===== src/rtl/fft_seq_pkg.sv =====
// rtl/fft_seq_pkg.sv - shared types and constants for the FFT frame sequencer
package fft_seq_pkg;

    typedef enum logic [2:0] {
        IDLE,
        STREAM,
        DRAIN,
        RELEASE,
        WAIT_CLR
    } seq_state_t;

    localparam int FIFO_DEPTH = 4;
    localparam int FIFO_CNT_W = $clog2(FIFO_DEPTH) + 1;

    localparam int BIN_RE_W   = 14;
    localparam int BIN_IM_W   = 14;
    localparam int BIN_WORD_W = BIN_RE_W + BIN_IM_W;

endpackage


===== src/rtl/fft_seq_fifo.sv =====
// rtl/fft_seq_fifo.sv - 4-entry show-ahead FIFO for gathered bin beats
// Simultaneous push and pop is legal at any occupancy, including full.
module fft_seq_fifo
    import fft_seq_pkg::*;
#(
    parameter int WORD_W = 112,
    parameter int IDX_W  = 10
) (
    input  logic                  clk,
    input  logic                  rst_n,
    input  logic                  push,
    input  logic [WORD_W-1:0]     push_data,
    input  logic [IDX_W-1:0]      push_idx,
    input  logic                  push_sop,
    input  logic                  push_eop,
    input  logic                  pop,
    output logic                  head_valid,
    output logic [WORD_W-1:0]     head_data,
    output logic [IDX_W-1:0]      head_idx,
    output logic                  head_sop,
    output logic                  head_eop,
    output logic [FIFO_CNT_W-1:0] count
);

    localparam int PTR_W = $clog2(FIFO_DEPTH);

    logic [WORD_W-1:0] mem_data [FIFO_DEPTH];
    logic [IDX_W-1:0]  mem_idx  [FIFO_DEPTH];
    logic              mem_sop  [FIFO_DEPTH];
    logic              mem_eop  [FIFO_DEPTH];
    logic [PTR_W-1:0]  wr_ptr;
    logic [PTR_W-1:0]  rd_ptr;
    logic              do_pop;

    assign do_pop = pop && head_valid;

    // Storage is reset too so the head fields read as zero while empty.
    always_ff @(posedge clk or negedge rst_n) begin
        if (!rst_n) begin
            for (int i = 0; i < FIFO_DEPTH; i++) begin
                mem_data[i] <= '0;
                mem_idx[i]  <= '0;
                mem_sop[i]  <= 1'b0;
                mem_eop[i]  <= 1'b0;
            end
            wr_ptr <= '0;
            rd_ptr <= '0;
            count  <= '0;
        end else begin
            if (push) begin
                mem_data[wr_ptr] <= push_data;
                mem_idx[wr_ptr]  <= push_idx;
                mem_sop[wr_ptr]  <= push_sop;
                mem_eop[wr_ptr]  <= push_eop;
                wr_ptr           <= wr_ptr + 1'b1;
            end
            if (do_pop) begin
                rd_ptr <= rd_ptr + 1'b1;
            end
            case ({push, do_pop})
                2'b10:   count <= count + 1'b1;
                2'b01:   count <= count - 1'b1;
                default: count <= count;
            endcase
        end
    end

    assign head_valid = (count != '0);
    assign head_data  = mem_data[rd_ptr];
    assign head_idx   = mem_idx[rd_ptr];
    assign head_sop   = mem_sop[rd_ptr];
    assign head_eop   = mem_eop[rd_ptr];

endmodule


===== src/rtl/fft_frame_sequencer.sv =====
// rtl/fft_frame_sequencer.sv - reads all channel FFT RAMs in lockstep and streams per-bin vectors
// FFT_SEQ_HALF_SPECTRUM_EN: when defined only the lower half of the spectrum is streamed.
module fft_frame_sequencer
    import fft_seq_pkg::*;
#(
    parameter int NUM_CH  = 4,
    parameter int FFT_PTS = 1024,
    parameter int ADDR_W  = 10,
    parameter int DATA_W  = BIN_WORD_W,
    parameter int RD_LAT  = 2
) (
    input  logic                     clk,
    input  logic                     rst_n,
    input  logic [NUM_CH-1:0]        fft_ready,
    output logic                     fft_go,
    output logic [ADDR_W-1:0]        rd_addr_fft,
    input  logic [NUM_CH*DATA_W-1:0] ram_q_all,
    output logic                     bin_valid,
    input  logic                     bin_ready,
    output logic [NUM_CH*DATA_W-1:0] bin_data,
    output logic [ADDR_W-1:0]        bin_idx,
    output logic                     bin_sop,
    output logic                     bin_eop,
    output logic                     seq_err
);

`ifdef FFT_SEQ_HALF_SPECTRUM_EN
    localparam logic [ADDR_W-1:0] LAST_BIN = ADDR_W'(FFT_PTS / 2 - 1);
`else
    localparam logic [ADDR_W-1:0] LAST_BIN = ADDR_W'(FFT_PTS - 1);
`endif

    seq_state_t state;
    seq_state_t state_nxt;

    logic                  all_ready;
    logic                  none_ready;
    logic                  stream_entry;
    logic                  issue;
    logic                  credit_ok;
    logic [FIFO_CNT_W-1:0] fifo_count;
    logic [FIFO_CNT_W-1:0] inflight;

    logic              dl_valid [RD_LAT];
    logic [ADDR_W-1:0] dl_idx   [RD_LAT];
    logic              dl_sop   [RD_LAT];
    logic              dl_eop   [RD_LAT];

    assign all_ready    = &fft_ready;
    assign none_ready   = ~|fft_ready;
    assign stream_entry = (state == IDLE) && all_ready;

    always_comb begin
        inflight = '0;
        for (int i = 0; i < RD_LAT; i++) begin
            inflight = inflight + FIFO_CNT_W'(dl_valid[i]);
        end
    end

    // Reads in flight are counted against FIFO space so a return can never overflow it.
    assign credit_ok = ({1'b0, fifo_count} + {1'b0, inflight}) < (FIFO_CNT_W + 1)'(FIFO_DEPTH);

    always_ff @(posedge clk or negedge rst_n) begin
        if (!rst_n) begin
            state <= IDLE;
        end else begin
            state <= state_nxt;
        end
    end

    always_comb begin
        state_nxt = state;
        case (state)
            IDLE:     if (all_ready) state_nxt = STREAM;
            STREAM:   if (issue && (rd_addr_fft == LAST_BIN)) state_nxt = DRAIN;
            DRAIN:    if ((inflight == '0) && (fifo_count == '0)) state_nxt = RELEASE;
            RELEASE:  state_nxt = WAIT_CLR;
            WAIT_CLR: if (none_ready) state_nxt = IDLE;
            default:  state_nxt = IDLE;
        endcase
    end

    always_comb begin
        issue  = (state == STREAM) && credit_ok;
        fft_go = (state == RELEASE);
    end

    always_ff @(posedge clk or negedge rst_n) begin
        if (!rst_n) begin
            rd_addr_fft <= '0;
        end else if (stream_entry) begin
            rd_addr_fft <= '0;
        end else if (issue && (rd_addr_fft != LAST_BIN)) begin
            rd_addr_fft <= rd_addr_fft + 1'b1;
        end
    end

    always_ff @(posedge clk or negedge rst_n) begin
        if (!rst_n) begin
            for (int i = 0; i < RD_LAT; i++) begin
                dl_valid[i] <= 1'b0;
                dl_idx[i]   <= '0;
                dl_sop[i]   <= 1'b0;
                dl_eop[i]   <= 1'b0;
            end
        end else begin
            dl_valid[0] <= issue;
            dl_idx[0]   <= rd_addr_fft;
            dl_sop[0]   <= (rd_addr_fft == '0);
            dl_eop[0]   <= (rd_addr_fft == LAST_BIN);
            for (int i = 1; i < RD_LAT; i++) begin
                dl_valid[i] <= dl_valid[i-1];
                dl_idx[i]   <= dl_idx[i-1];
                dl_sop[i]   <= dl_sop[i-1];
                dl_eop[i]   <= dl_eop[i-1];
            end
        end
    end

    always_ff @(posedge clk or negedge rst_n) begin
        if (!rst_n) begin
            seq_err <= 1'b0;
        end else if (stream_entry) begin
            seq_err <= 1'b0;
        end else if (((state == STREAM) || (state == DRAIN)) && !all_ready) begin
            seq_err <= 1'b1;
        end
    end

    fft_seq_fifo #(
        .WORD_W (NUM_CH * DATA_W),
        .IDX_W  (ADDR_W)
    ) u_fifo (
        .clk        (clk),
        .rst_n      (rst_n),
        .push       (dl_valid[RD_LAT-1]),
        .push_data  (ram_q_all),
        .push_idx   (dl_idx[RD_LAT-1]),
        .push_sop   (dl_sop[RD_LAT-1]),
        .push_eop   (dl_eop[RD_LAT-1]),
        .pop        (bin_ready),
        .head_valid (bin_valid),
        .head_data  (bin_data),
        .head_idx   (bin_idx),
        .head_sop   (bin_sop),
        .head_eop   (bin_eop),
        .count      (fifo_count)
    );

endmodule


===== config.mk =====
export PLATFORM = sky130hd
export DESIGN_NAME = fft_frame_sequencer
export DESIGN_NICKNAME = d
export VERILOG_FILES = /design/src/rtl/fft_seq_pkg.sv /design/src/rtl/fft_seq_fifo.sv /design/src/rtl/fft_frame_sequencer.sv
export SDC_FILE = /design/constraint.sdc
export NUM_CORES = 1
export LEC_CHECK = 0
export BUFFER_PORTS_ARGS = -buffer_cell sky130_fd_sc_hd__buf_2
export CAP_MARGIN = 10
export CORE_MARGIN = 1.5
export CORE_UTILIZATION = 31
export CTS_CLUSTER_SIZE = 40
export DETAILED_ROUTE_END_ITERATION = 8
export GPL_ROUTABILITY_DRIVEN = 1
export PLACE_DENSITY = 0.48
export SYNTH_ARGS = -nofsm -noshare
export SYNTH_HDL_FRONTEND = slang
export SYNTH_HIERARCHICAL = 1
export SYNTH_SLANG_ARGS = --single-unit

===== constraint.sdc =====
create_clock -name clk -period 3.5 [get_ports clk]
set_input_delay 0.35 -clock clk [delete_from_list [all_inputs] [get_ports clk]]
set_output_delay 0.35 -clock clk [all_outputs]
set_load 0.03 [all_outputs]

* Yosys cells after proc, flatten, opt, wreduce, memory -nomap -nowiden
Cells that the tools add are included.
** Word-level totals
- Logic and storage cells :: 108
- Bits in registers :: 543
** Cells by class
- Bitwise operators :: 2
- Equality and inequality tests :: 12
- Add/subtract/negate cells :: 7
- Multiplexer cells :: 32
- Reduce and logical (&&, ||, !) cells :: 21
- Order comparisons :: 4
** Operator list (number)
- $bwmux W448 :: 1
- $mux W112 :: 3
- $bmux W112 S2 :: 1
- $demux W112 S2 :: 1
- $mux W10 :: 5
- $bwmux W40 :: 1
- $bmux W10 S2 :: 1
- $demux W10 S2 :: 1
- $pmux W3 S5 :: 1
- $mux W3 :: 4
- $add A10 B1 Y10 const B :: 1
- $eq A10 B10 Y1 const B :: 1
- $logic_not A10 Y1 :: 1
- $ne A10 B10 Y1 const B :: 1
- $logic_not A3 Y1 :: 3
- $bwmux W4 :: 2
- $logic_and A1 B1 Y1 :: 8
- $ne A2 B2 Y1 const B :: 4
- $reduce_and A4 Y1 :: 2
- $mux W1 :: 7
- $eq A3 B2 Y1 const B :: 2
- $ge A3 B3 Y1 const B :: 2
- $not A2 Y3 :: 2
- $pmux W3 S2 :: 1
- other kinds (18) :: 22

* Depth between registers and ports, before layout
- Depth in word-level cells :: 7
- Gate-level depth with buffers :: 8

* By module
The synthesis kept the hierarchy.
** By module, submodules not included
- fft_seq_fifo :: area each 21797.2 um2, cells an instance 1233, times used 1, seq. area each 12587.1 um2
- fft_frame_sequencer :: area each 1541.5 um2, cells an instance 120, times used 1, seq. area each 1001.0 um2

* Worst setup path before layout
OpenSTA, ideal clock, no wires.
- Kind :: register to register
- Start :: register dl_valid[0] in the netlist's numbering
- End :: register rd_addr_fft[8]
- Library setup time :: 0.120 ns
- Buffers on the path :: 0
- Slack :: 1.506 ns
- Data arrival time :: 1.874 ns
- Stages on the path, launching flop included :: 7
- Required time :: 3.380 ns
- Cell sequence :: dfrtp_1 > ha_1 > ha_1 > a311oi_4 > nand4_2 > or4b_1 > o211a_1
** Between the ends
- Cells in the longest elaborated chain, start to end :: 6
** Ends and longest elaborated chain
- from (decl) :: line fft_frame_sequencer.sv:44 : logic dl_valid [RD_LAT];
- from (signal, indexed assignment) :: line fft_frame_sequencer.sv:112 : dl_valid[i] <= dl_valid[i-1];
- $add A1 B1 Y2 :: line fft_frame_sequencer.sv:56 : inflight = inflight + FIFO_CNT_W'(dl_valid[i]);
- $add A3 B2 Y4 :: line fft_frame_sequencer.sv:61 : assign credit_ok = ({1'b0, fifo_count} + {1'b0, inflight}) < (FIFO_CNT_W + 1)'(FIFO_DEPTH);
- $lt A4 B3 Y1 :: line fft_frame_sequencer.sv:61
- $logic_and A1 B1 Y1 :: line fft_frame_sequencer.sv:84 : issue = (state == STREAM) && credit_ok;
- $logic_and A1 B1 Y1 :: line fft_frame_sequencer.sv:93 : end else if (issue && (rd_addr_fft != LAST_BIN)) begin
- $reduce_bool A2 Y1 (no source line)
- to (signal assigned) :: line fft_frame_sequencer.sv:94 : rd_addr_fft <= rd_addr_fft + 1'b1;
- to (decl) :: line fft_frame_sequencer.sv:16 : output logic [ADDR_W-1:0] rd_addr_fft,
Every way passes these cells.
A chain may end at the register's enable or synchronous reset.

* Worst setup path after layout
- Start :: register u_fifo.rd_ptr[0]
- End :: output port bin_idx[9]
** Between the ends
- Cells in the longest elaborated chain, start to end :: 4
** Ends and longest elaborated chain
- from (decl) :: line fft_seq_fifo.sv:32 : logic [PTR_W-1:0] rd_ptr;
- from (signal assigned) :: line fft_seq_fifo.sv:58 : rd_ptr <= rd_ptr + 1'b1;
- $not A2 Y3 (not written as such) :: line fft_seq_fifo.sv:70 : assign head_idx = mem_idx[rd_ptr];
- $bmux W10 S2 :: line fft_seq_fifo.sv:70
- $mux W10 (not written as such) (2 in series) :: line fft_seq_fifo.sv:70
- to (decl) :: line fft_frame_sequencer.sv:21 : output logic [ADDR_W-1:0] bin_idx,
Every way passes these cells. The select of a mux whose other input is x is not followed.

==> out/metrics.csv <==
metric,value,unit
status,completed,
leak pwr,12.45,nW
Final Setup Violations,0,
hold slack,90.46,ps
fmax,343.8,MHz
sequential area share after synthesis,58.22,%
DP Wirelength,33820,um
Post-Syn Nets,1483,
first-pass GRT wire length,86910,um
Worst EP arrival,2560,ps
Worst Hold Class,primary input to register,
most frequent cells in the layout,"dfrtp_1, mux2_2, buf_2",
Clock Tree Buf Depth,3,
Power Density,1066,mW/mm2
"top cells by area, synth","dfrtp_1, mux2_2, mux4_2",
"most common cell after layout, fill and taps aside",dfrtp_1,
Sw Share,36.99,%
clock power share,21.0,%
I/O pins,256,
Nets,1866,
share of cells above drive strength 1,43.73,%
"Top FF cell, synth",dfrtp_1,
Psw,11.40,mW
crit-path max FO,39,
drt first pass iters,4,
vias in the first global route,14697,
Slew headroom,32.60,%
DRT Wirelength,54270,um
largest net degree at the start of global routing,99,
CP required,3150,ps
Gate Count Post-Synth,1353,
GRT Total Usage,14.32,%
Netlist cell types,44,
Via density,4.732,
Die X,277.4,um
"delay-heaviest family, CP",flip-flops,
"Reg clk slew, reported paths",60,ps
Die Y,277.4,um
P&R area growth vs syn,23.90,%
WL/cell,19.70,um
GP Congestion,0.7190,
P_int,19.43,mW
Syn Area/Cell,17.25,um2
Rows,100,
fin util,38.84,%
Crit Path Class,register to primary output,
skew final,14.85,ps
Initial Utilization,31.35,%
ys async rst share,100.0,%
Comb power frac,43.2,%
Synth Register Bits,543,
Slew Limit Fails,0,
drt drc,0,
Port Buffers,255,
leading area contributor after synthesis,dfrtp_1,
CP cell instances,"buf_12, mux4_2, buf_2",
CTS tree,done,
H-tree levels,2,
Post-synth EDFFs,0,
RSZ-0062 raised after global routing,no,
Max-cap violations,0,
VDD IR-drop max,0.5459,mV
Sink Count,543,
vias,13036,
pre-CTS setup slack,866.5,ps
min Tclk post-route,2908,ps
Setup crit start kind,register,
total negative slack,0,ps
CTS buffer count,61,
Pwr Total,30.83,mW
register share of total power,35.8,%
Worst-Skew Late Latency,610,ps
Final period util,83.10,%
Buf/Inv on CP,2,
fillcell total,6941,
"Largest stage delay, worst path",730,ps
Root Buffer,clkbuf_16,
post-synth top area share,58.22,%
worst slew pin tran,1002,ps
"Cell Area, Synth",0.02334,mm2
ANT cells,0,
1st-iter DRT viols,434,
sequential cell area,0.01360,mm2
global route total overflow,0,
CP endpoint kind,primary output,
initial antenna violation count,0,
Worst Slack Setup Final,591.6,ps
area of the multi-input gates,0.009117,mm2
Hold Fails Final Rpt,0,
Die ar.,0.07694,mm2
Core Area,0.07445,mm2
Yosys Warn Count,6,
"antenna viol nets, final",0,
crit path max-delay cell type,dfrtp_4,
## cell type report
| type | count | area share (%) |
|---|---|---|
| Clock inverter | 22 | 0.8567 |
| Clock buffer | 91 | 6.265 |
| Timing Repair Buffer | 404 | 9.943 |
| Tap cell | 969 | 4.193 |
| Sequential cell | 543 | 47.02 |
| Multi-Input combinational cell | 711 | 31.53 |
| Inverter | 15 | 0.1947 |
## registers in the layout, summed over array words and instances, names as in the netlist
| name | cells |
|---|---|
| u_fifo/mem_data | 448 |
| u_fifo/mem_idx | 40 |
| dl_idx | 20 |
| rd_addr_fft | 10 |
| u_fifo/mem_eop | 4 |
| u_fifo/mem_sop | 4 |
| state | 3 |
| u_fifo/count | 3 |
| dl_eop | 2 |
| dl_sop | 2 |
| dl_valid | 2 |
| u_fifo/rd_ptr | 2 |
| u_fifo/wr_ptr | 2 |
| seq_err | 1 |
## kinds of logic after synthesis
| logic type | synth area share [%] |
|---|---|
| and+or+nand+nor | 1.115 |
| DFF | 58.22 |
| adders and majority gates | 0.6219 |
| muxes | 36.07 |
| AOI/OAI and AO/OA | 0.7988 |
| xor gates and xnor gates | 0.2252 |
| buffers and inverters | 2.949 |
## power groups by stage
stage | Combinational (mW) | Sequential, mW | Clock, mW
floorplan | 10.3 | 10.5 | 0
global placement | 13.4 | 11.0 | 0
detailed placement | 13.5 | 11.2 | 0
CTS | 13.7 | 11.1 | 6.76
global route | 14.2 | 11.4 | 7.00
finish | 13.3 | 11.0 | 6.48
## worst register-to-register path: cells and delay by family (launching register included)
family	cells	cell delay, ps
fa+ha+maj	2	520
flops	1	870
simple gates	2	680
compound gates	2	450
## worst paths after layout
check                                                  start                               end  slack [ps]  cells after the start
worst max-delay path            u_fifo/rd_ptr[0]$_DFFE_PN0P_                        bin_idx[9]         590                      3
worst min-delay path                            fft_ready[2]              state[2]$_DFFE_PN0P_          90                      3
worst max register to register         dl_valid[0]$_DFF_PN0_        rd_addr_fft[8]$_DFFE_PN0P_         870                      6
worst min register to register          dl_idx[14]$_DFF_PN0_               dl_idx[4]$_DFF_PN0_         350                      0
max in group asynchronous                              rst_n  u_fifo/mem_data[295]$_DFFE_PN0P_        2080                      3
min in group asynchronous                              rst_n  u_fifo/mem_data[119]$_DFFE_PN0P_         370                      2
## per-layer routing
| layer | vias up | routed length, um | track usage, % |
|---|---|---|---|
| li1 | 5828 | - | - |
| met4 | 0 | 1151 | 3.607 |
| met3 | 85 | 2053 | 2.864 |
| met1 | 6934 | 23840 | 18.47 |
| met5 | - | 0 | 0 |
| met2 | 189 | 27220 | 24.58 |
## per-stage QoR
stage,std cells,area (um2)
floorplan,1353,23340
global placement,2529,25730
detailed placement,2529,25730
CTS,2755,28920
global route,2755,28920
finish,2755,28920
## synth_stat cells (4+ instances only)
master,count
mux2_2,256
buf_2,40
mux2_1,240
o21ai_0,5
clkbuf_1,6
mux4_2,124
a21oi_1,7
nand2_2,4
buf_6,33
nor2_1,4
mux2i_1,4
dfrtp_1,543
xor2_1,4
inv_1,14
nand2_1,11
buf_4,5
ha_1,10
## repair_timing
action,in CTS,in global routing
hold buffers,113,0
gates resized for setup,0,0
endpoints found under the hold margin,528,0
setup buffers,0,0
Note: power is estimated with default switching activity, not from simulation.
